$ cat src/rtl/dds_sweep_ctrl.sv
// DDS phase sequencer: owns the phase accumulator and drives the sine table index,
// running either a fixed frequency or a clamped linear sweep with per-step dwell.
module dds_sweep_ctrl #(
    parameter int unsigned ACC_W   = 32,
    parameter int unsigned PHASE_W = 8,
    parameter int unsigned DWELL_W = 16
) (
    input  logic               clk,
    input  logic               rst,
    input  logic               cfg_valid,
    output logic               cfg_ready,
    input  logic               cfg_mode,
    input  logic               cfg_loop,
    input  logic [ACC_W-1:0]   cfg_fstart,
    input  logic [ACC_W-1:0]   cfg_fstop,
    input  logic [ACC_W-1:0]   cfg_fstep,
    input  logic [DWELL_W-1:0] cfg_dwell,
    input  logic               start,
    input  logic               stop,
    output logic [PHASE_W-1:0] phase_out,
    output logic               phase_valid,
    output logic [ACC_W-1:0]   fcur,
    output logic               busy,
    output logic               sweep_done
);

    typedef enum logic [1:0] {
        S_IDLE  = 2'd0,
        S_FIXED = 2'd1,
        S_DWELL = 2'd2,
        S_HOLD  = 2'd3
    } state_e;

    state_e             state_q, state_d;
    logic [ACC_W-1:0]   acc_q, acc_d;
    logic [ACC_W-1:0]   fcur_q, fcur_d;
    logic [PHASE_W-1:0] phase_q, phase_d;
    logic [DWELL_W-1:0] dwell_cnt_q, dwell_cnt_d;
    logic               phase_valid_q, busy_q, cfg_ready_q;
    logic               sweep_done_q, sweep_done_d;

    logic               mode_q, mode_d;
    logic               loop_q, loop_d;
    logic [ACC_W-1:0]   fstart_q, fstart_d;
    logic [ACC_W-1:0]   fstop_q, fstop_d;
    logic [ACC_W-1:0]   fstep_q, fstep_d;
    logic [DWELL_W-1:0] dwell_q, dwell_d;

    logic               capture;
    logic               degenerate;
    logic [ACC_W:0]     step_sum;
    logic [DWELL_W-1:0] dwell_last;

    // Next-state, accumulator and sweep stepping
    always_comb begin
        capture      = cfg_valid && cfg_ready_q;
        mode_d       = capture ? cfg_mode   : mode_q;
        loop_d       = capture ? cfg_loop   : loop_q;
        fstart_d     = capture ? cfg_fstart : fstart_q;
        fstop_d      = capture ? cfg_fstop  : fstop_q;
        fstep_d      = capture ? cfg_fstep  : fstep_q;
        dwell_d      = capture ? cfg_dwell  : dwell_q;

        degenerate   = (fstep_d == '0) || (fstart_d >= fstop_d);
        step_sum     = {1'b0, fcur_q} + {1'b0, fstep_q};
        dwell_last   = (dwell_q == '0) ? '0 : dwell_q - DWELL_W'(1);

        state_d      = state_q;
        acc_d        = acc_q;
        fcur_d       = fcur_q;
        dwell_cnt_d  = dwell_cnt_q;
        sweep_done_d = 1'b0;

        case (state_q)
            S_IDLE: begin
                // start sees config captured in the same cycle; stop suppresses it
                if (start && !stop) begin
                    acc_d       = '0;
                    fcur_d      = fstart_d;
                    dwell_cnt_d = '0;
                    state_d     = (!mode_d || degenerate) ? S_FIXED : S_DWELL;
                end
            end
            default: begin
                if (stop) begin
                    state_d = S_IDLE;
                end else begin
                    acc_d = acc_q + fcur_q;
                    if (state_q == S_DWELL) begin
                        if (dwell_cnt_q == dwell_last) begin
                            dwell_cnt_d = '0;
                            if (fcur_q == fstop_q) begin
                                if (loop_q) begin
                                    fcur_d = fstart_q;
                                end else begin
                                    state_d      = S_HOLD;
                                    sweep_done_d = 1'b1;
                                end
                            end else if (step_sum >= {1'b0, fstop_q}) begin
                                fcur_d = fstop_q;
                            end else begin
                                fcur_d = step_sum[ACC_W-1:0];
                            end
                        end else begin
                            dwell_cnt_d = dwell_cnt_q + DWELL_W'(1);
                        end
                    end
                end
            end
        endcase

        phase_d = acc_d[ACC_W-1 -: PHASE_W];
    end

    always_ff @(posedge clk or posedge rst) begin
        if (rst) begin
            state_q       <= S_IDLE;
            acc_q         <= '0;
            fcur_q        <= '0;
            phase_q       <= '0;
            dwell_cnt_q   <= '0;
            phase_valid_q <= 1'b0;
            busy_q        <= 1'b0;
            cfg_ready_q   <= 1'b0;
            sweep_done_q  <= 1'b0;
            mode_q        <= 1'b0;
            loop_q        <= 1'b0;
            fstart_q      <= '0;
            fstop_q       <= '0;
            fstep_q       <= '0;
            dwell_q       <= '0;
        end else begin
            state_q       <= state_d;
            acc_q         <= acc_d;
            fcur_q        <= fcur_d;
            phase_q       <= phase_d;
            dwell_cnt_q   <= dwell_cnt_d;
            phase_valid_q <= (state_d != S_IDLE);
            busy_q        <= (state_d != S_IDLE);
            cfg_ready_q   <= (state_d == S_IDLE);
            sweep_done_q  <= sweep_done_d;
            mode_q        <= mode_d;
            loop_q        <= loop_d;
            fstart_q      <= fstart_d;
            fstop_q       <= fstop_d;
            fstep_q       <= fstep_d;
            dwell_q       <= dwell_d;
        end
    end

    assign cfg_ready   = cfg_ready_q;
    assign phase_out   = phase_q;
    assign phase_valid = phase_valid_q;
    assign fcur        = fcur_q;
    assign busy        = busy_q;
    assign sweep_done  = sweep_done_q;

endmodule

$ cat config.mk
export PLATFORM = sky130hd
export DESIGN_NAME = dds_sweep_ctrl
export DESIGN_NICKNAME = d
export VERILOG_FILES = /design/src/rtl/dds_sweep_ctrl.sv
export SDC_FILE = /design/constraint.sdc
export NUM_CORES = 1
export LEC_CHECK = 0
export ABC_AREA = 1
export CORE_ASPECT_RATIO = 1.2
export CORE_UTILIZATION = 45
export DETAILED_ROUTE_END_ITERATION = 16
export GPL_ROUTABILITY_DRIVEN = 1
export PLACE_DENSITY_LB_ADDON = 0.08
export SYNTH_ARGS = -nofsm -noshare
export SYNTH_HDL_FRONTEND = slang
export SYNTH_SLANG_ARGS = --single-unit
$ cat constraint.sdc
create_clock -name clk -period 16.4 [get_ports clk]
set_input_delay 4.1 -clock clk [delete_from_list [all_inputs] [get_ports clk]]
set_output_delay 4.1 -clock clk [all_outputs]
set_load 0.03 [all_outputs]
==> impl_metrics.py, run 1 <==
metrics = {
    "outcome": {
        "status": "complete, no violations",
    },
    "synthesis": {
        "ys_warn_count": 0,
        "async_flop_share_pct": 100,
        "synth-seq-cells": 199,
        "ys_types": 52,
        "syn_nets": 2475,
        "synth_area_um2": 15500,
        "synth_ff_type": "dfrtp_1",
        "ys_seq_area_share_pct": 32.1,
        "synth_cells": 2225,
        "syn_avg_cell_area_um2": 6.98,
        "synth_edf_count": 0,
    },
    "sta": {
        "tightest_slew_ns": 1.18,
        "setup_violations": 0,
        "fin_crit_ns": 8.58,
        "fmax_mhz": 117,
        "rsz0062_at_grt": "false",
        "report.final.slew_viol_count": 0,
        "period_share_pct": 52.3,
        "hold_viol": 0,
        "slew_headroom_pct": 21.2,
        "finalSetupTns_ns": 0,
        "skew_ns": 0.0159,
    },
    "route": {
        "drtPass1Iterations": 5,
        "drcViolationCount": 0,
        "dr_total_vias": 14800,
        "initialDrtViolationCount": 975,
        "via_per_inst": 5.25,
        "wirelength_mm": 50.3,
        "ant_nets": 0,
        "post_drt_wl_per_cell_um": 17.8,
    },
    "placement": {
        "gp_congestion": 0.927,
        "io_buffer_count": 162,
        "placed_area_um2": 17500,
        "dp_hpwl_mm": 39.2,
    },
    "global_routing": {
        "track_usage_pct": 29.4,
        "grt_first_pass_wirelength_mm": 77.4,
        "antenna_found_initial": 0,
        "grt_pass1_vias": 14400,
        "grt-ovfl-total": 0,
        "grt_max_degree": 98,
    },
    "job": {
        "max_cap_violations": 0,
    },
    "worst_setup_path": {
        "path_cells": "clkdlybuf4s50_1 -> nand2_4 -> buf_4 -> buf_4 -> nor2_1 -> a21oi_1 -> ha_1 -> a21oi_1 -> nor2_1 -> a211oi_1 -> nand2_1 -> a211o_1 -> a21boi_0 -> o2111ai_1 -> nand2_1 -> o21ai_0",
        "worst_ep_required_time_ns": 16.73,
        "crit_type": "input port to register",
        "critPathMaxFanout": 97,
        "cp-end-kind": "register",
        "arrival_ns": 8.90,
        "start_kind": "input port",
        "critPathMaxStageDelay_ns": 0.83,
        "slowest_stage": "clkdlybuf4s50_1",
    },
    "cts": {
        "clk_path_buf_depth": 2,
        "numCtsBuffers": 17,
        "cts_setup_buffers": 0,
        "cts_max_level": 4,
        "cts_sinks": 199,
        "cts_tree": "built",
        "cts.clk_slew.worst_paths_ns": 0.08,
        "hold_buffers": 0,
        "cts_resized": 0,
        "clock_latency_ns": 0.47,
        "cts.root.buffer_cell": "clkbuf_16",
    },
    "finish": {
        "area_growth_pct": 16.6,
        "design_area_um2": 18100,
        "layout_common_cells": "nand2_1 (553), inv_1 (322), nor2_1 (204), dfrtp_1 (199), a21oi_1 (170)",
        "n_antenna_cell": 0,
        "final_common_cell": "nand2_1",
        "layout.nets": 2601,
        "drive_gt1_share_pct": 5.33,
    },
    "floorplanning": {
        "initial_core_util_pct": 45.7,
        "io_pins": 163,
        "die_w_um": 172,
        "die_area_um2": 35200,
        "num_rows": 74,
        "fp.dieH_um": 205,
        "core_um2": 34000,
    },
    "power_and_ir_drop": {
        "p_leak_nw": 9.44,
        "peakVddDrop_v": 0.000103,
        "swShare_pct": 53.7,
        "p_comb_share_pct": 65.3,
        "power_density_nw_per_um2": 205,
        "p_switching_mw": 1.99,
        "clock_power_share_pct": 12.0,
        "p_seq_share_pct": 22.7,
        "p_int_mw": 1.71,
        "power.total_mw": 3.70,
    },
    "worst_hold_path": {
        "hold_class": "register to register",
    },
}
## per-layer routing
metal	share of wire (%)	global-route usage [%]	up-vias
met3	3.6	3.50	79
li1	-	-	7432
met4	4.6	14.2	0
met1	40	34.1	6954
met5	0	0	-
met2	51	53.2	331
## Yosys cell counts (5+ instances only)
master    number  area, µm²
buf_1          6       22.5
buf_4         10       75.1
a21o_1         7       52.6
clkbuf_1      38        143
o21a_1        11       82.6
o21ai_0      141        706
nor2_4         6       67.6
xnor2_1       18        158
ha_1         129       1610
nand3_1      142        711
a31oi_1        9       56.3
a21oi_1      170        851
o21bai_1       5       37.5
dfrtp_1      199       4980
mux2_2        15        169
o22ai_1        5       31.3
o31ai_1        5       37.5
xor2_1        51        447
nor2_2        37        231
nand2_1      554       2080
nor3_1        18       90.1
nor4_1        19        119
o221ai_1       7       61.3
and3_1         7       43.8
nor2_1       205        769
a22o_1         6       52.6
nand4_1       20        125
buf_2         14       70.1
inv_1        324       1220
## layout make-up
| type | count | area [µm²] |
|---|---|---|
| Fill cell | 3425 | 15900 |
| Tap cell | 456 | 571 |
| Clock inverter | 13 | 158 |
| Clock buffer | 19 | 433 |
| Multi-Input combinational cell | 1627 | 8970 |
| Sequential cell | 199 | 4980 |
| Timing Repair Buffer | 179 | 1750 |
| Inverter | 327 | 1230 |
## state kept, by name, indices dropped and copies added (netlist names)
name	cells
fstop_q	32
fstart_q	32
acc_q	32
sweep_done	1
loop_q	1
dwell_cnt_q	16
mode_q	1
state_q	2
fstep_q	32
fcur	32
cfg_ready	1
busy	1
dwell_q	16
## power by group through the flow
stage	Combinational, mW	Sequential [mW]	Clock (mW)
6_report	2.42	0.840	0.444
5_1_grt	2.71	0.854	0.469
4_1_cts	2.41	0.837	0.453
3_5_place_dp	2.40	0.847	0
3_3_place_gp	2.37	0.845	0
2_1_floorplan	1.64	0.833	0
## worst max-delay path: cells and delay by family
| family | cells | cell delay [ns] |
|---|---|---|
| buffers and inverters | 3 | 2.37 |
| AO/OA/AOI/OAI | 7 | 1.47 |
| AND/OR/NAND/NOR | 5 | 0.57 |
| adder cells (fa/ha/maj) | 1 | 0.29 |
## cells by family after synthesis
logic type | count (synthesis) | synth area share [%]
muxes | 15 | 1.09
AOI/OAI and AO/OA | 379 | 13.3
and+or+nand+nor | 1031 | 28.6
adders and majority gates | 131 | 10.7
xor gates and xnor gates | 71 | 4.10
buffers and inverters | 399 | 10.2
DFF | 199 | 32.1
## metrics by stage
stage                     utilization [%]  worst slack, ns  hold WS (ns)  std cells
after CTS                            53.3             7.89         0.494       2820
after global routing                 53.3             7.40         0.519       2820
final                                53.3             7.82         0.492       2820
after detailed placement             51.5             7.40         0.474       2788
after floorplan                         -             6.87         0.453       2225
after global placement               51.5             7.56         0.466       2788
## worst paths after layout
path	start	to	slack (ns)	cells past startpoint
min	acc_q[22]	acc_q[22]	0.49	2
max in group asynchronous	rst	fstart_q[10]	10.26	4
max	cfg_valid	state_q[0]	7.82	16
min reg2reg	acc_q[22]	acc_q[22]	0.49	2
min in group asynchronous	rst	acc_q[30]	4.15	2
max reg2reg	fcur[0]	fcur[31]	10.94	32
(Power assumes the default switching activity.)
==> inputs of run 2 (changes only) <==
==> constraint.sdc (replaced) <==
create_clock -name clk -period 8.4 [get_ports clk]
set_input_delay 2.1 -clock clk [delete_from_list [all_inputs] [get_ports clk]]
set_output_delay 2.1 -clock clk [all_outputs]
set_load 0.03 [all_outputs]
==> run 2 against run 1 <==
Net effect:
- clock-buffer cell count fell by 1
- cell count is essentially flat
- utilization is 0.096 points lower
- power grew 95%
- wire length is 1.8% higher
- sequential share of layout area barely moved
- sequential cell count stayed put
- global-route usage rose by 0.78 points
- non-clock buffer count stayed put
==> impl_metrics.py, run 2 (synthesis gave the netlist of run 1 again) <==
metrics = {
    "outcome": {
        "status": "complete, no violations",
    },
    "sta": {
        "fmax_mhz": 176,
        "rsz0062_at_grt": "false",
        "hold_viol": 0,
        "slew_headroom_pct": 36.2,
        "setup_violations": 0,
        "report.final.slew_viol_count": 0,
        "fin_crit_ns": 5.69,
        "setup_ws_ns": 2.71,
        "period_share_pct": 67.7,
        "finalSetupTns_ns": 0,
        "skew_ns": 0.0143,
        "tightest_slew_ns": 0.957,
    },
    "worst_hold_path": {
        "hold_class": "register to register",
    },
    "route": {
        "dr_total_vias": 14900,
        "wirelength_mm": 51.2,
        "initialDrtViolationCount": 1013,
        "post_drt_wl_per_cell_um": 18.2,
        "via_per_inst": 5.28,
        "drcViolationCount": 0,
        "ant_nets": 0,
        "drtPass1Iterations": 7,
    },
    "worst_setup_path": {
        "cp-end-kind": "register",
        "worst_ep_required_time_ns": 8.74,
        "start_kind": "input port",
        "cp_top_family": "compound AO/OA/AOI/OAI gates",
        "critPathMaxStageDelay_ns": 0.81,
        "arrival_ns": 6.02,
        "path_cells": "clkdlybuf4s50_1 -> nand2_4 -> buf_4 -> nor2_1 -> a21oi_1 -> ha_1 -> a21oi_1 -> o21a_1 -> o221ai_1 -> a21oi_1 -> a21boi_0 -> o2111ai_1 -> nand2_1 -> o21ai_0",
        "critical_path_buf_inv_count": 2,
        "slowest_stage": "clkdlybuf4s50_1",
        "crit_type": "input port to register",
        "critPathMostFrequentCell": "a21oi_1",
        "critPathMaxFanout": 61,
    },
    "cts": {
        "cts_setup_buffers": 0,
        "cts_resized": 0,
        "cts_sinks": 199,
        "cts_max_level": 4,
        "hold_buffers": 0,
        "clk_path_buf_depth": 2,
        "cts_tree": "built",
        "cts.root.buffer_cell": "clkbuf_16",
        "clock_latency_ns": 0.48,
        "cts.clk_slew.worst_paths_ns": 0.08,
        "numCtsBuffers": 17,
    },
    "placement": {
        "gp_congestion": 0.918,
        "dp_slack_ns": 2.19,
        "placed_area_um2": 17500,
        "dp_hpwl_mm": 40.1,
        "io_buffer_count": 162,
    },
    "floorplanning": {
        "num_rows": 74,
        "die_area_um2": 35200,
        "core_um2": 34000,
        "initial_core_util_pct": 45.7,
        "fp.dieH_um": 205,
        "io_pins": 163,
        "die_w_um": 172,
    },
    "finish": {
        "final_common_cell": "nand2_1",
        "design_area_um2": 18100,
        "layout.nets": 2601,
        "n_antenna_cell": 0,
        "layout_common_cells": "nand2_1 (553), inv_1 (322), nor2_1 (204), dfrtp_1 (199), a21oi_1 (170)",
        "drive_gt1_share_pct": 5.29,
        "n_fill_cell": 3456,
        "area_growth_pct": 16.4,
    },
    "power_and_ir_drop": {
        "p_leak_nw": 9.42,
        "peakVddDrop_v": 0.000309,
        "power_density_nw_per_um2": 399,
    },
    "global_routing": {
        "track_usage_pct": 30.2,
        "antenna_found_initial": 0,
        "grt_max_degree": 95,
        "grt-ovfl-total": 0,
        "grt_first_pass_wirelength_mm": 79.0,
        "grt_pass1_vias": 14500,
    },
    "job": {
        "max_cap_violations": 0,
    },
}
==> run 2: changes by cell type in the layout (fill, tap and decap cells not counted), sizes merged <==
cell	delta
bufinv	-1
clkbuf	-1
clkinvlp	+1
inv	-1
==> run 2: power breakdown <==
group / switching, mW / leakage (nW) / internal, mW
clock: 0.407 / 0.265 / 0.411
sequential: 0.422 / 2.39 / 1.24
combinational: 3.08 / 6.76 / 1.65
==> run 2: worst min-delay path, delay by kind of cell, from the launching register on <==
kind / cells / cell delay, ns
and+or+nand+nor: 2 / 0.10
DFF: 1 / 0.35
==> run 2: per-stage QoR <==
step / hold slack (ns) / cells / total power, mW / utilization [%]
CTS: 0.488 / 2818 / 7.21 / 53.2
floorplan: 0.453 / 2225 / 4.83 / -
global placement: 0.465 / 2788 / 6.31 / 51.6
detailed placement: 0.470 / 2788 / 6.36 / 51.6
finish: 0.487 / 2818 / 7.21 / 53.2
global route: 0.515 / 2818 / 7.84 / 53.2
==> run 2: per-layer routing <==
| layer | vias to the layer above | track usage, % | part of all wire, % |
|---|---|---|---|
| li1 | 7435 | - | - |
| met1 | 6977 | 34.7 | 40 |
| met2 | 370 | 53.4 | 50 |
| met3 | 108 | 3.73 | 3.9 |
| met4 | 0 | 17.8 | 6.0 |
| met5 | - | 0 | 0 |
==> run 2: layout make-up <==
cell class | instances | area [µm²] | share of cell area [%]
Multi-Input combinational cell | 1627 | 8970 | 49.7
Sequential cell | 199 | 4980 | 27.6
Timing Repair Buffer | 179 | 1760 | 9.75
Inverter | 327 | 1230 | 6.84
Tap cell | 456 | 571 | 3.16
Clock buffer | 18 | 429 | 2.38
Clock inverter | 12 | 116 | 0.644
==> run 2: worst paths after layout <==
kind	startpoint	endpoint	slack [ns]	depth (start not counted)
max in group asynchronous	rst	fstop_q[26]	5.02	3
worst max-delay path	cfg_valid	state_q[0]	2.71	14
worst max register to register	fcur[0]	fcur[8]	3.42	33
min in group asynchronous	rst	acc_q[31]	2.09	2
worst min register to register	acc_q[18]	acc_q[18]	0.49	2
worst min-delay path	acc_q[18]	acc_q[18]	0.49	2
